## config.mk

```make
export PLATFORM = sky130hd
export DESIGN_NAME = decode_hazard_ctrl
export DESIGN_NICKNAME = d
export VERILOG_FILES = /design/src/rtl/decode_hazard_ctrl_pkg.sv /design/src/rtl/decode_hazard_ctrl_scoreboard.sv /design/src/rtl/decode_hazard_ctrl.sv
export SDC_FILE = /design/constraint.sdc
export NUM_CORES = 1
export LEC_CHECK = 0
export CAP_MARGIN = 20
export CORE_ASPECT_RATIO = 0.8
export CORE_MARGIN = 1
export CORE_UTILIZATION = 46
export CTS_CLUSTER_DIAMETER = 30
export CTS_CLUSTER_SIZE = 8
export DETAILED_ROUTE_END_ITERATION = 8
export GPL_ROUTABILITY_DRIVEN = 0
export GPL_TIMING_DRIVEN = 0
export PLACE_DENSITY = 0.81
export SETUP_SLACK_MARGIN = 0.4
export SLEW_MARGIN = 20
export SYNTH_ARGS = -nofsm -noshare
export SYNTH_HDL_FRONTEND = slang
export SYNTH_SLANG_ARGS = --single-unit
```

## constraint.sdc

```tcl
create_clock -name clk -period 3.2 [get_ports clk]
set_clock_uncertainty 0.05 [all_clocks]
set_input_delay 0.64 -clock clk [delete_from_list [all_inputs] [get_ports clk]]
set_output_delay 0.64 -clock clk [all_outputs]
set_load 0.02 [all_outputs]
```

## src/rtl/decode_hazard_ctrl_pkg.sv

```systemverilog
// Shared definitions for the decode hazard controller: instruction field slices,
// opcode encodings and the decode sequencing FSM states.
package decode_hazard_ctrl_pkg;

   localparam int unsigned INST_W = 16;
   localparam int unsigned REG_AW = 4;
   localparam int unsigned CNT_W  = 2;

   localparam int unsigned OP_MSB  = 15;
   localparam int unsigned OP_LSB  = 12;
   localparam int unsigned RS1_MSB = 11;
   localparam int unsigned RS1_LSB = 8;
   localparam int unsigned RS2_MSB = 7;
   localparam int unsigned RS2_LSB = 4;
   localparam int unsigned RD_MSB  = 3;
   localparam int unsigned RD_LSB  = 0;

   localparam logic [3:0] OP_ALU  = 4'h1;
   localparam logic [3:0] OP_ALUI = 4'h2;
   localparam logic [3:0] OP_BR   = 4'hC;
   localparam logic [3:0] OP_ST   = 4'hD;

   // Opcodes that never write rd (branches, stores).
   localparam logic [15:0] NO_WB_OPS = (16'(1) << OP_BR) | (16'(1) << OP_ST);

   typedef enum logic {
      RUN   = 1'b0,
      FLUSH = 1'b1
   } state_t;

endpackage

```

## src/rtl/decode_hazard_ctrl_scoreboard.sv

```systemverilog
// hazard_scoreboard: one pending-write bit per register, cleared by writeback and
// set by issue; exposes the pending bits of the three decode operand fields.
module hazard_scoreboard #(
   parameter int unsigned NREG = 16,
   parameter int unsigned AW   = 4
) (
   input  logic            clk,
   input  logic            reset,
   input  logic            clr_en,
   input  logic [AW-1:0]   clr_addr,
   input  logic            set_en,
   input  logic [AW-1:0]   set_addr,
   input  logic [AW-1:0]   rs1,
   input  logic [AW-1:0]   rs2,
   input  logic [AW-1:0]   rd,
   output logic [NREG-1:0] busy,
   output logic            busy_rs1,
   output logic            busy_rs2,
   output logic            busy_rd
);

   logic [NREG-1:0] clr_mask;
   logic [NREG-1:0] set_mask;

   always_comb begin
      clr_mask = '0;
      set_mask = '0;
      if (clr_en) clr_mask = NREG'(1) << clr_addr;
      if (set_en) set_mask = NREG'(1) << set_addr;
   end

   // Clear applied before set so a new writer of the retiring register keeps it busy.
   always_ff @(posedge clk) begin
      if (!reset) busy <= '0;
      else        busy <= (busy & ~clr_mask) | set_mask;
   end

   assign busy_rs1 = busy[rs1];
   assign busy_rs2 = busy[rs2];
   assign busy_rd  = busy[rd];

endmodule

```

## src/rtl/decode_hazard_ctrl.sv

```systemverilog
// Decode-stage hazard control: scoreboard-based stalls, EX forward selects and
// post-branch fetch flush. Optional EX forwarding enabled by DECODE_FORWARD_EN.
module decode_hazard_ctrl
   import decode_hazard_ctrl_pkg::*;
#(
   parameter int unsigned NREG       = 16,
   parameter int unsigned BR_PENALTY = 1,
   parameter logic [15:0] WB_OPMASK  = 16'hFFFF
) (
   input  logic              clk,
   input  logic              reset,
   input  logic              validD,
   input  logic [INST_W-1:0] instD,
   input  logic              immediateC,
   input  logic              branch_takenD,
   input  logic              write_en,
   input  logic [REG_AW-1:0] destAddW,
   input  logic              forwardE,
   input  logic [REG_AW-1:0] forward_addE,
   output logic              issueD,
   output logic              stallF,
   output logic              stallD,
   output logic              flushD,
   output logic              flushE,
   output logic              fwd_selA,
   output logic              fwd_selB,
   output logic [NREG-1:0]   busy_regs
);

   state_t             state_q, state_d;
   logic [CNT_W-1:0]   cnt_q, cnt_d;
   logic [3:0]         op;
   logic [REG_AW-1:0]  rs1, rs2, rd;
   logic [NREG-1:0]    busy;
   logic               busy_rs1, busy_rs2, busy_rd;
   logic               hit_a, hit_b, hit_d;
   logic               wb_a, wb_b, wb_d;
   logic               fw_a, fw_b;
   logic               unsat;
   logic               writes_rd;
   logic               set_en;

   assign op  = instD[OP_MSB:OP_LSB];
   assign rs1 = instD[RS1_MSB:RS1_LSB];
   assign rs2 = instD[RS2_MSB:RS2_LSB];
   assign rd  = instD[RD_MSB:RD_LSB];

   assign writes_rd = WB_OPMASK[op];
   assign set_en    = issueD & writes_rd;

   hazard_scoreboard #(
      .NREG (NREG),
      .AW   (REG_AW)
   ) u_scoreboard (
      .clk      (clk),
      .reset    (reset),
      .clr_en   (write_en),
      .clr_addr (destAddW),
      .set_en   (set_en),
      .set_addr (rd),
      .rs1      (rs1),
      .rs2      (rs2),
      .rd       (rd),
      .busy     (busy),
      .busy_rs1 (busy_rs1),
      .busy_rs2 (busy_rs2),
      .busy_rd  (busy_rd)
   );

   assign hit_a = busy_rs1;
   assign hit_b = busy_rs2 & ~immediateC;
   assign hit_d = busy_rd & writes_rd;

   // Register-file bypass: the WB write this cycle resolves a pending hit.
   assign wb_a = write_en & (destAddW == rs1);
   assign wb_b = write_en & (destAddW == rs2);
   assign wb_d = write_en & (destAddW == rd);

`ifdef DECODE_FORWARD_EN
   assign fw_a = hit_a & forwardE & (forward_addE == rs1);
   assign fw_b = hit_b & forwardE & (forward_addE == rs2);
`else
   logic unused_fwd;
   assign unused_fwd = ^{forwardE, forward_addE};
   assign fw_a = 1'b0;
   assign fw_b = 1'b0;
`endif

   // WAW hits are only resolved by writeback, never by the EX forward path.
   assign unsat = (hit_a & ~wb_a & ~fw_a) |
                  (hit_b & ~wb_b & ~fw_b) |
                  (hit_d & ~wb_d);

   always_ff @(posedge clk) begin
      if (!reset) begin
         state_q <= RUN;
         cnt_q   <= '0;
      end else begin
         state_q <= state_d;
         cnt_q   <= cnt_d;
      end
   end

   always_comb begin
      state_d  = state_q;
      cnt_d    = cnt_q;
      issueD   = 1'b0;
      stallD   = 1'b0;
      stallF   = 1'b0;
      flushD   = 1'b0;
      flushE   = 1'b0;
      fwd_selA = 1'b0;
      fwd_selB = 1'b0;

      case (state_q)
         RUN: begin
            stallD   = validD & unsat;
            stallF   = stallD;
            flushE   = stallD;
            issueD   = validD & ~stallD;
            fwd_selA = validD & fw_a;
            fwd_selB = validD & fw_b;
            if (issueD && branch_takenD) begin
               state_d = FLUSH;
               cnt_d   = CNT_W'(BR_PENALTY - 1);
            end
         end
         FLUSH: begin
            flushD = 1'b1;
            if (cnt_q == '0) state_d = RUN;
            else             cnt_d   = cnt_q - CNT_W'(1);
         end
         default: state_d = RUN;
      endcase

      // Everything is quiet while reset is held low.
      if (!reset) begin
         issueD   = 1'b0;
         stallD   = 1'b0;
         stallF   = 1'b0;
         flushD   = 1'b0;
         flushE   = 1'b0;
         fwd_selA = 1'b0;
         fwd_selB = 1'b0;
      end
   end

   assign busy_regs = reset ? busy : '0;

endmodule
```

* Yosys cells after proc, flatten, opt, wreduce, memory -nomap -nowiden *
Memory sizes are Yosys's and may differ from the RTL's.
Index checks and enable logic that the tools add are counted.
W data, S select, Z words.

word-level totals
  flip-flop bits (word level) = 19
  memory bits (read-only) = 16
  bits of input ports = 31
  logic and storage cells = 63
  memories = 1

memories
  memory            words  width  rd ports  clocked after Yosys merged registers in  wr ports  line                      RTL
  (name not given)  16     1      1         0                                        0         decode_hazard_ctrl.sv:48  assign writes_rd = WB_OPMASK[op];

operators by class
  add/sub/neg operators = 1
  $lt $le $gt $ge = 4
  equality and inequality tests = 5
  shifts and indexed selects = 2
  muxes and demuxes = 22
  bitwise gates (word level) = 22
  reduce and logical (&&, ||, !) cells = 3

operators by type and width
  operator                number
  $mux W16                3
  $shl A1 B4 Y16 const A  2
  $lt A4 B5 Y1 const B    4
  $and A16 B16 Y16        1
  $not A16 Y16            1
  $or A16 B16 Y16         1
  $bmux W1 S4             3
  $eq A4 B4 Y1            3
  $mux W1                 12
  $and A1 B1 Y1           11
  $not A1 Y1              6
  $mux W2                 2
  $ne A2 B2 Y1 const B    2
  $pmux W2 S2             1
  $logic_not A2 Y1        1
  $or A1 B1 Y1            2
  $pmux W1 S2             1
  $reduce_and A2 Y1       1
  $sub A2 B1 Y2 const B   1
  $logic_and A1 B1 Y1     1

* Depth between registers and ports, before layout *
Gate-level depths: netlist of the first run.

  depth in word-level cells = 14
  depth in mapped cells = 8
  gate-level depth less buffers = 6

* Hierarchy *
A second synthesis of the first run with hierarchy kept.

second synthesis, totals
  cells, all modules = 167
  area total of the unflattened synthesis = 1619.1 um^2

modules (own cells, without submodules)
  module              instances  cells an instance  area each (um^2)  seq. area each (um^2)
  hazard_scoreboard   1          101                1093.5            320.3
  decode_hazard_ctrl  1          66                 525.5             60.1

* Worst setup path before layout of the first run *
No wires, ideal clock.

  kind = input -> output
  start = input instD[8]
  end = output issueD
  arrival = 2.354 ns
  data required time = 2.510 ns
  path slack = 0.156 ns
  stages = 7
  cell sequence = buf_6 -> mux4_2 -> mux2_2 -> o211ai_2 -> nand3_2 -> clkbuf_1 -> nor2_1

on the way
  cells in the longest elaborated chain, start to end = 11
  elaborated cells on any way between the ends = 13
  those cells by class = 1 x eq/ne; 4 x mux; 8 x bitwise

ends and longest elaborated chain
  item                                                                 line                       RTL
  from (decl)                                                          decode_hazard_ctrl.sv:13   input logic [INST_W-1:0] instD,
  parallel branches: the longest is 3 deep, another holds $bmux W1 S4  n/a
  $and A1 B1 Y1 *                                                      decode_hazard_ctrl.sv:90   assign unsat = (hit_a & ~wb_a & ~fw_a) |
  $or A1 B1 Y1 *                                                       decode_hazard_ctrl.sv:90
  $or A1 B1 Y1 *                                                       decode_hazard_ctrl.sv:91   (hit_b & ~wb_b & ~fw_b) |
  $and A1 B1 Y1 *                                                      decode_hazard_ctrl.sv:117  stallD = validD & unsat;
  $not A1 Y1 *                                                         decode_hazard_ctrl.sv:120  issueD = validD & ~stallD;
  $and A1 B1 Y1 *                                                      decode_hazard_ctrl.sv:120
  $mux W1 *                                                            decode_hazard_ctrl.sv:115  case (state_q)
  $mux W1 *                                                            decode_hazard_ctrl.sv:137  if (!reset) begin
  to (decl)                                                            decode_hazard_ctrl.sv:20   output logic issueD,

Mark *: on every way between the ends. The select of a mux whose other input is x is not followed.

* Final worst setup path of the first run *
  start = input instD[1]
  end = output issueD

on the way
  cells in the longest elaborated chain, start to end = 10
  elaborated cells on any way between the ends = 13
  those cells by class = 1 x eq/ne; 4 x mux; 8 x bitwise

ends and longest elaborated chain
  item                                                                   line                                                           RTL
  $bmux W1 S4 / $eq A4 B4 Y1 (equally long branches)                     decode_hazard_ctrl_scoreboard.sv:40, decode_hazard_ctrl.sv:77
  $mux W1 (implied by the code) / $and A1 B1 Y1 (equally long branches)  decode_hazard_ctrl_scoreboard.sv:40, decode_hazard_ctrl.sv:77
  $and A1 B1 Y1 / $not A1 Y1 (equally long branches)                     decode_hazard_ctrl.sv:72, decode_hazard_ctrl.sv:92
  $and A1 B1 Y1 *                                                        decode_hazard_ctrl.sv:92                                       (hit_d & ~wb_d);
  $or A1 B1 Y1 *                                                         decode_hazard_ctrl.sv:91
  $and A1 B1 Y1 *                                                        decode_hazard_ctrl.sv:117
  $not A1 Y1 *                                                           decode_hazard_ctrl.sv:120
  $and A1 B1 Y1 *                                                        decode_hazard_ctrl.sv:120
  $mux W1 *                                                              decode_hazard_ctrl.sv:115
  $mux W1 *                                                              decode_hazard_ctrl.sv:137

Every way passes the cells marked *; elsewhere a longest branch is shown, timed or not. The select of a mux whose other input is x is not followed.

==> flow_summary.yaml, run 1 <==
global_routing:
  grt_max_degree: 11
  grtUsageMet3_pct: 4.17
  grt_pass1_wl_um: 7330
  grt_pass1_vias: 1471
  gr-usage-met1_pct: 38.8
  grt_overflow: 0
  antenna_found_initial: 0
  grt_use_met2_pct: 44.0
  grtUsageTotal_pct: 27.6
  grt_most_used_layer: "met2"
power_and_ir_drop:
  p_leak_uw: 0.000934
  power.total_uw: 591
  p_per_area_mw_per_mm2: 266
  irDropWorstVdd_uv: 203
run:
  cap_viol_max_count: 0
sta:
  finalSetupTns_ns: 0
  hold_viol_final: 0
  setup_viol: 0
  grt_setup_unrepaired: "yes"
  slew_headroom_pct: 66.2
  maxSlewViolCount: 0
  tightest_slew_ns: 0.507
  fmax_ghz: 0.339
  period_share_pct: 92.2
  min_period_ns: 2.95
worst_setup_path:
  cp_max_fo: 4
  end_kind: "primary output"
  rrSetupSlack_ns: 1.03
  reg2reg_to: "u_scoreboard.busy[15]$_SDFF_PN0_"
  critical_path_class: "primary input to primary output"
  start_kind: "primary input"
  crit_start: "instD[1]"
  r2r_start: "u_scoreboard.busy[7]$_SDFF_PN0_"
  arrival_ns: 2.26
  required_ns: 2.51
  reg2reg_depth: 6
  endpoint: "issueD"
final_layout:
  n_fill_cell: 265
  syn_to_final_growth_pct: 41.4
  diodes: 0
  final_util_pct: 70.1
  drive_above_1_share_pct: 24.9
  layout.nets: 266
route:
  first_iter_violations: 178
  routedWlPerCell_um: 17.4
  drc: 0
  vias_per_cell: 5.95
  postRouteAntennaNets: 0
  drt_wl_total_um: 4760
  firstDrtPassIters: 4
  vias: 1623
cts:
  postCtsHoldBufs: 0
  root_buffer: "clkbuf_8"
  cts_tree: "done"
  numCtsBuffers: 3
  clkSinkCount: 19
  clk_path_buf_depth: 2
  clk_pin_slew_ns: 0.07
  clock_latency_ns: 0.25
  htreeDepth: 1
yosys:
  synth.avg_cell_area_um2: 8.70
  yosysSeqAreaShare_pct: 24.2
  synth_cell_type_count: 38
  synthCells: 181
  yosysWarningCount: 0
  syn_area_mm2: 0.00157
  synth_seq_cells: 19
floorplan:
  io_pins: 54
  core_mm2: 0.00318
  die_w_um: 67.4
  rows: 18
  dieHeight_um: 54.3
  die-area_mm2: 0.00366
  initial_utilization_pct: 49.6
placement:
  io_buffers: 36
  place_hpwl_um: 3360
min_path:
  hp-class: "register to register"
run_status:
  status: "finished, final reports clean"
-- kinds of logic (layout without fill, tap and decap cells) --
group,after synthesis,in the layout,share of synthesized area [%]
buf+inv,20,71,6.28
other cells,1,2,0.238
xor+xnor,13,13,7.23
flops,19,19,24.2
compound gates,42,42,16.9
mux,17,17,19.6
fa+ha+maj,1,1,0.795
simple gates,68,68,24.7
-- repair_timing --
action	4_1_cts	5_1_grt
gates resized for setup	92	2
cloned	0	0
pin swaps	6	2
endpoints found under the setup margin	33	4
buffers inserted	11	0
-- cells in the mapped netlist --
cell,number,share of area (%)
o31ai_1,4,1.9
mux4_2,11,16
clkbuf_1,10,2.4
buf_4,4,1.9
a31oi_1,1,0.40
xor2_1,9,5.0
or3b_2,2,1.1
nand3_2,1,0.64
o21ai_1,2,0.64
or4_1,1,0.48
o21ai_0,24,7.6
o211a_1,2,1.3
buf_2,1,0.32
nand2b_1,6,2.4
nor2b_1,4,1.6
a211o_1,1,0.56
buf_1,1,0.24
nand3b_1,2,0.95
mux2i_1,5,3.2
nor3_1,4,1.3
nor2_1,4,0.95
o32ai_1,1,0.56
mux2_2,1,0.72
nor3b_1,2,0.95
ha_1,1,0.79
nand4_1,5,2.0
xnor2_1,4,2.2
o22ai_1,1,0.40
inv_1,3,0.72
nand2_1,10,2.4
dfxtp_1,19,24
o41ai_1,4,2.2
and2_1,18,7.2
o211ai_2,1,0.79
conb_1,1,0.24
a311oi_1,1,0.56
nand3_1,9,2.9
buf_6,1,0.72
-- worst min path at each step --
stage	startpoint	end	slack, ns	cells past startpoint
floorplan	cnt_q[0]$_SDFFE_PN0P_	cnt_q[0]$_SDFFE_PN0P_	0.49	2
global placement	cnt_q[0]$_SDFFE_PN0P_	cnt_q[0]$_SDFFE_PN0P_	0.51	2
global route	cnt_q[0]$_SDFFE_PN0P_	cnt_q[0]$_SDFFE_PN0P_	0.55	2
CTS	cnt_q[0]$_SDFFE_PN0P_	cnt_q[0]$_SDFFE_PN0P_	0.53	2
detailed placement	cnt_q[0]$_SDFFE_PN0P_	cnt_q[0]$_SDFFE_PN0P_	0.52	2
finish	cnt_q[0]$_SDFFE_PN0P_	cnt_q[0]$_SDFFE_PN0P_	0.53	2
-- cells in the final DEF, fill, tap and decap left out, drive strengths merged, types with 5 or more instances in the layout --
master / count
and2: 18
buf: 26
clkbuf: 14
clkdlybuf4s50: 6
dfxtp: 19
dlygate4sd2: 19
mux2i: 5
mux4: 11
nand2: 10
nand2b: 6
nand3: 10
nand4: 5
o21ai: 26
xor2: 9
-- power breakdown --
part | total, µW | switching [µW] | internal [µW]
Clock | 166 | 77.3 | 88.5
Sequential | 244 | 4.20 | 240
Combinational | 181 | 94.8 | 86.2
Total | 591 | 176 | 415
-- cell type report --
class	count	area, µm²	share of cell area (%)
buffer	17	159	7.14
clock buffer	4	45.0	2.02
inverter	3	11.3	0.506
multi-input combinational	143	1150	51.8
sequential	19	380	17.1
tap	40	50.0	2.25
timing repair buffer	47	427	19.2
-- registers in the layout (all words and copies together) (netlist names) --
register           flops
state_q                1
u_scoreboard.busy     16
cnt_q                  2
-- metrics by stage --
| stage | setup slack [ns] | instances | area [µm²] | hold WS [ns] |
|---|---|---|---|---|
| 4_1_cts | 0.265 | 273 | 2220 | 0.532 |
| 5_1_grt | 0.164 | 273 | 2230 | 0.545 |
| 2_1_floorplan | 0.314 | 182 | 1630 | 0.494 |
| 6_report | 0.248 | 273 | 2230 | 0.529 |
| 3_3_place_gp | -0.930 | 258 | 2040 | 0.513 |
| 3_5_place_dp | -1.03 | 258 | 2040 | 0.520 |
-- worst max-delay path, stage by stage --
cell and delay [ns]:
buf_8 0.08, buf_6 0.11, mux4_2 0.50, mux2i_1 0.18, mux2i_1 0.14, nand2_2 0.14, nand3_4 0.10, clkbuf_16 0.16
nor2_4 0.08, buf_6 0.13
-- layer usage --
metal  up-vias  routed length (µm)
li1        764                   -
met5         -                   0
met3         5                 378
met4         0                  29
met2        96                2160
met1       758                2190
(Power assumes the default switching activity.)
==> inputs of run 2 (changes only) <==
Settings changed: SETUP_SLACK_MARGIN 0.4 to unset, SKIP_CTS_REPAIR_TIMING set to 1.
==> flow_summary.yaml, run 2 (same netlist as run 1, synthesis figures left out) <==
cts:
  clk_path_buf_depth: 2
  cts_tree: "done"
  clock_latency_ns: 0.25
  clk_pin_slew_ns: 0.07
  clkSinkCount: 19
  root_buffer: "clkbuf_8"
  numCtsBuffers: 3
  htreeDepth: 1
route:
  drt_wl_total_um: 4590
  drc: 0
  routedWlPerCell_um: 17.0
  vias: 1607
  wl_met1_um: 2130
  dr_wl_met3_um: 361
  top_layer: "met4"
  dr_wl_met2_um: 2060
  first_iter_violations: 83
  postRouteAntennaNets: 0
  firstDrtPassIters: 4
  vias_per_cell: 5.93
global_routing:
  antenna_found_initial: 0
  grt_pass1_vias: 1433
  grt_overflow: 0
  grt_pass1_wl_um: 6790
  grtUsageTotal_pct: 25.5
  grt_max_degree: 12
sta:
  fmax_ghz: 0.321
  finalSetupTns_ns: 0
  min_period_ns: 3.12
  hold_viol_final: 0
  setup_viol: 0
  tightest_slew_ns: 0.592
  period_share_pct: 97.4
  slew_headroom_pct: 60.6
  maxSlewViolCount: 0
final_layout:
  final_util_pct: 68.3
  layout_common_cells: "o21ai_0 (24), clkdlybuf4s50_1 (24), dfxtp_1 (19)"
  n_fill_cell: 268
  layout.nets: 264
  largest_registers: "u_scoreboard.busy (16), cnt_q (2), state_q (1)"
  largest_register_ffs: 16
  fin_area_mm2: 0.00217
  diodes: 0
  regMostFlops: "u_scoreboard.busy"
  drive_above_1_share_pct: 20.3
  syn_to_final_growth_pct: 37.8
worst_setup_path:
  cp_max_fo: 10
  reg2reg_depth: 6
  critical_path_class: "primary input to primary output"
  required_ns: 2.51
  r2r_start: "u_scoreboard.busy[7]$_SDFF_PN0_"
  reg2reg_to: "u_scoreboard.busy[14]$_SDFF_PN0_"
  end_kind: "primary output"
  arrival_ns: 2.43
  rrSetupSlack_ns: 1.00
  start_kind: "primary input"
floorplan:
  rows: 18
  dieHeight_um: 54.3
  core_mm2: 0.00318
  die_w_um: 67.4
  io_pins: 54
  initial_utilization_pct: 49.6
  die-area_mm2: 0.00366
min_path:
  hold_path_end: "cnt_q[0]$_SDFFE_PN0P_"
  min_from: "cnt_q[0]$_SDFFE_PN0P_"
  hp-class: "register to register"
  whs_path_depth: 2
placement:
  place_area_mm2: 0.00199
  place_hpwl_um: 3300
  io_buffers: 36
power_and_ir_drop:
  power.total_uw: 578
  irDropWorstVdd_uv: 247
  p_leak_uw: 0.000873
  p_per_area_mw_per_mm2: 267
run_status:
  status: "finished, final reports clean"
run:
  cap_viol_max_count: 0
## run 2: cell count changes in the layout (fill, tap and decap cells not counted), moves of 2 or more
cell and delta:
dlygate4sd2_1 -19, clkdlybuf4s50_1 +18, dlymetal6s2s_1 +7, buf_6 -5, clkbuf_1 +3, buf_2 -2
buf_4 +2, clkbuf_8 -2, clkdlybuf4s15_2 -2
## run 2: worst max path at each step
stage | from | endpoint | depth (start not counted)
floorplan | instD[8] | issueD | 7
global placement | instD[2] | issueD | 10
detailed placement | instD[2] | issueD | 10
CTS | instD[2] | issueD | 10
global route | instD[11] | issueD | 9
finish | instD[3] | issueD | 9
## run 2: final cells by class
class | count | area, µm² | area share (%)
multi-input cells | 143 | 1140 | 52.8
well taps | 40 | 50.0 | 2.31
inverters | 3 | 11.3 | 0.519
clock buffers | 3 | 41.3 | 1.90
clock inverters | 1 | 5.00 | 0.231
flip-flops and latches | 19 | 380 | 17.5
repair buffers | 45 | 423 | 19.5
plain buffers | 17 | 113 | 5.19
## run 2: stage by stage
stage | setup WS [ns] | cells | hold WS [ns]
floorplan | 0.156 | 182 | 0.494
global placement | -1.04 | 258 | 0.512
detailed placement | -1.06 | 258 | 0.512
CTS | -1.07 | 262 | 0.522
global route | -0.0272 | 271 | 0.565
finish | 0.0846 | 271 | 0.528
## run 2: worst max-delay path, stage by stage
cell and delay (ns):
clkdlybuf4s50_1 0.51, clkbuf_4 0.23, mux2i_1 0.21, mux2i_1 0.11, nand2_2 0.15, nand3_4 0.13
buf_6 0.17, nor2_1 0.10, buf_4 0.16
## run 2: routing by layer
metal  track usage (%)  up-vias
met1              37.3      766
li1                  -      762
met4              7.80        0
met5                 0        -
met3              3.13        6
met2              39.0       73
## run 2: where the power goes
part	switching [µW]	internal (µW)	leakage, µW	total (µW)
sequential	4.16	240	0.000153	244
combinational	90.6	76.6	0.000694	167
clock	80.2	86.5	0.0000255	167
total	175	403	0.000873	578
==> inputs of run 3 (changes only) <==
Settings changed: SKIP_LAST_GASP set to 1.
==> results of run 3 <==
Final layout, timing and power as in run 2 (identical DEF).
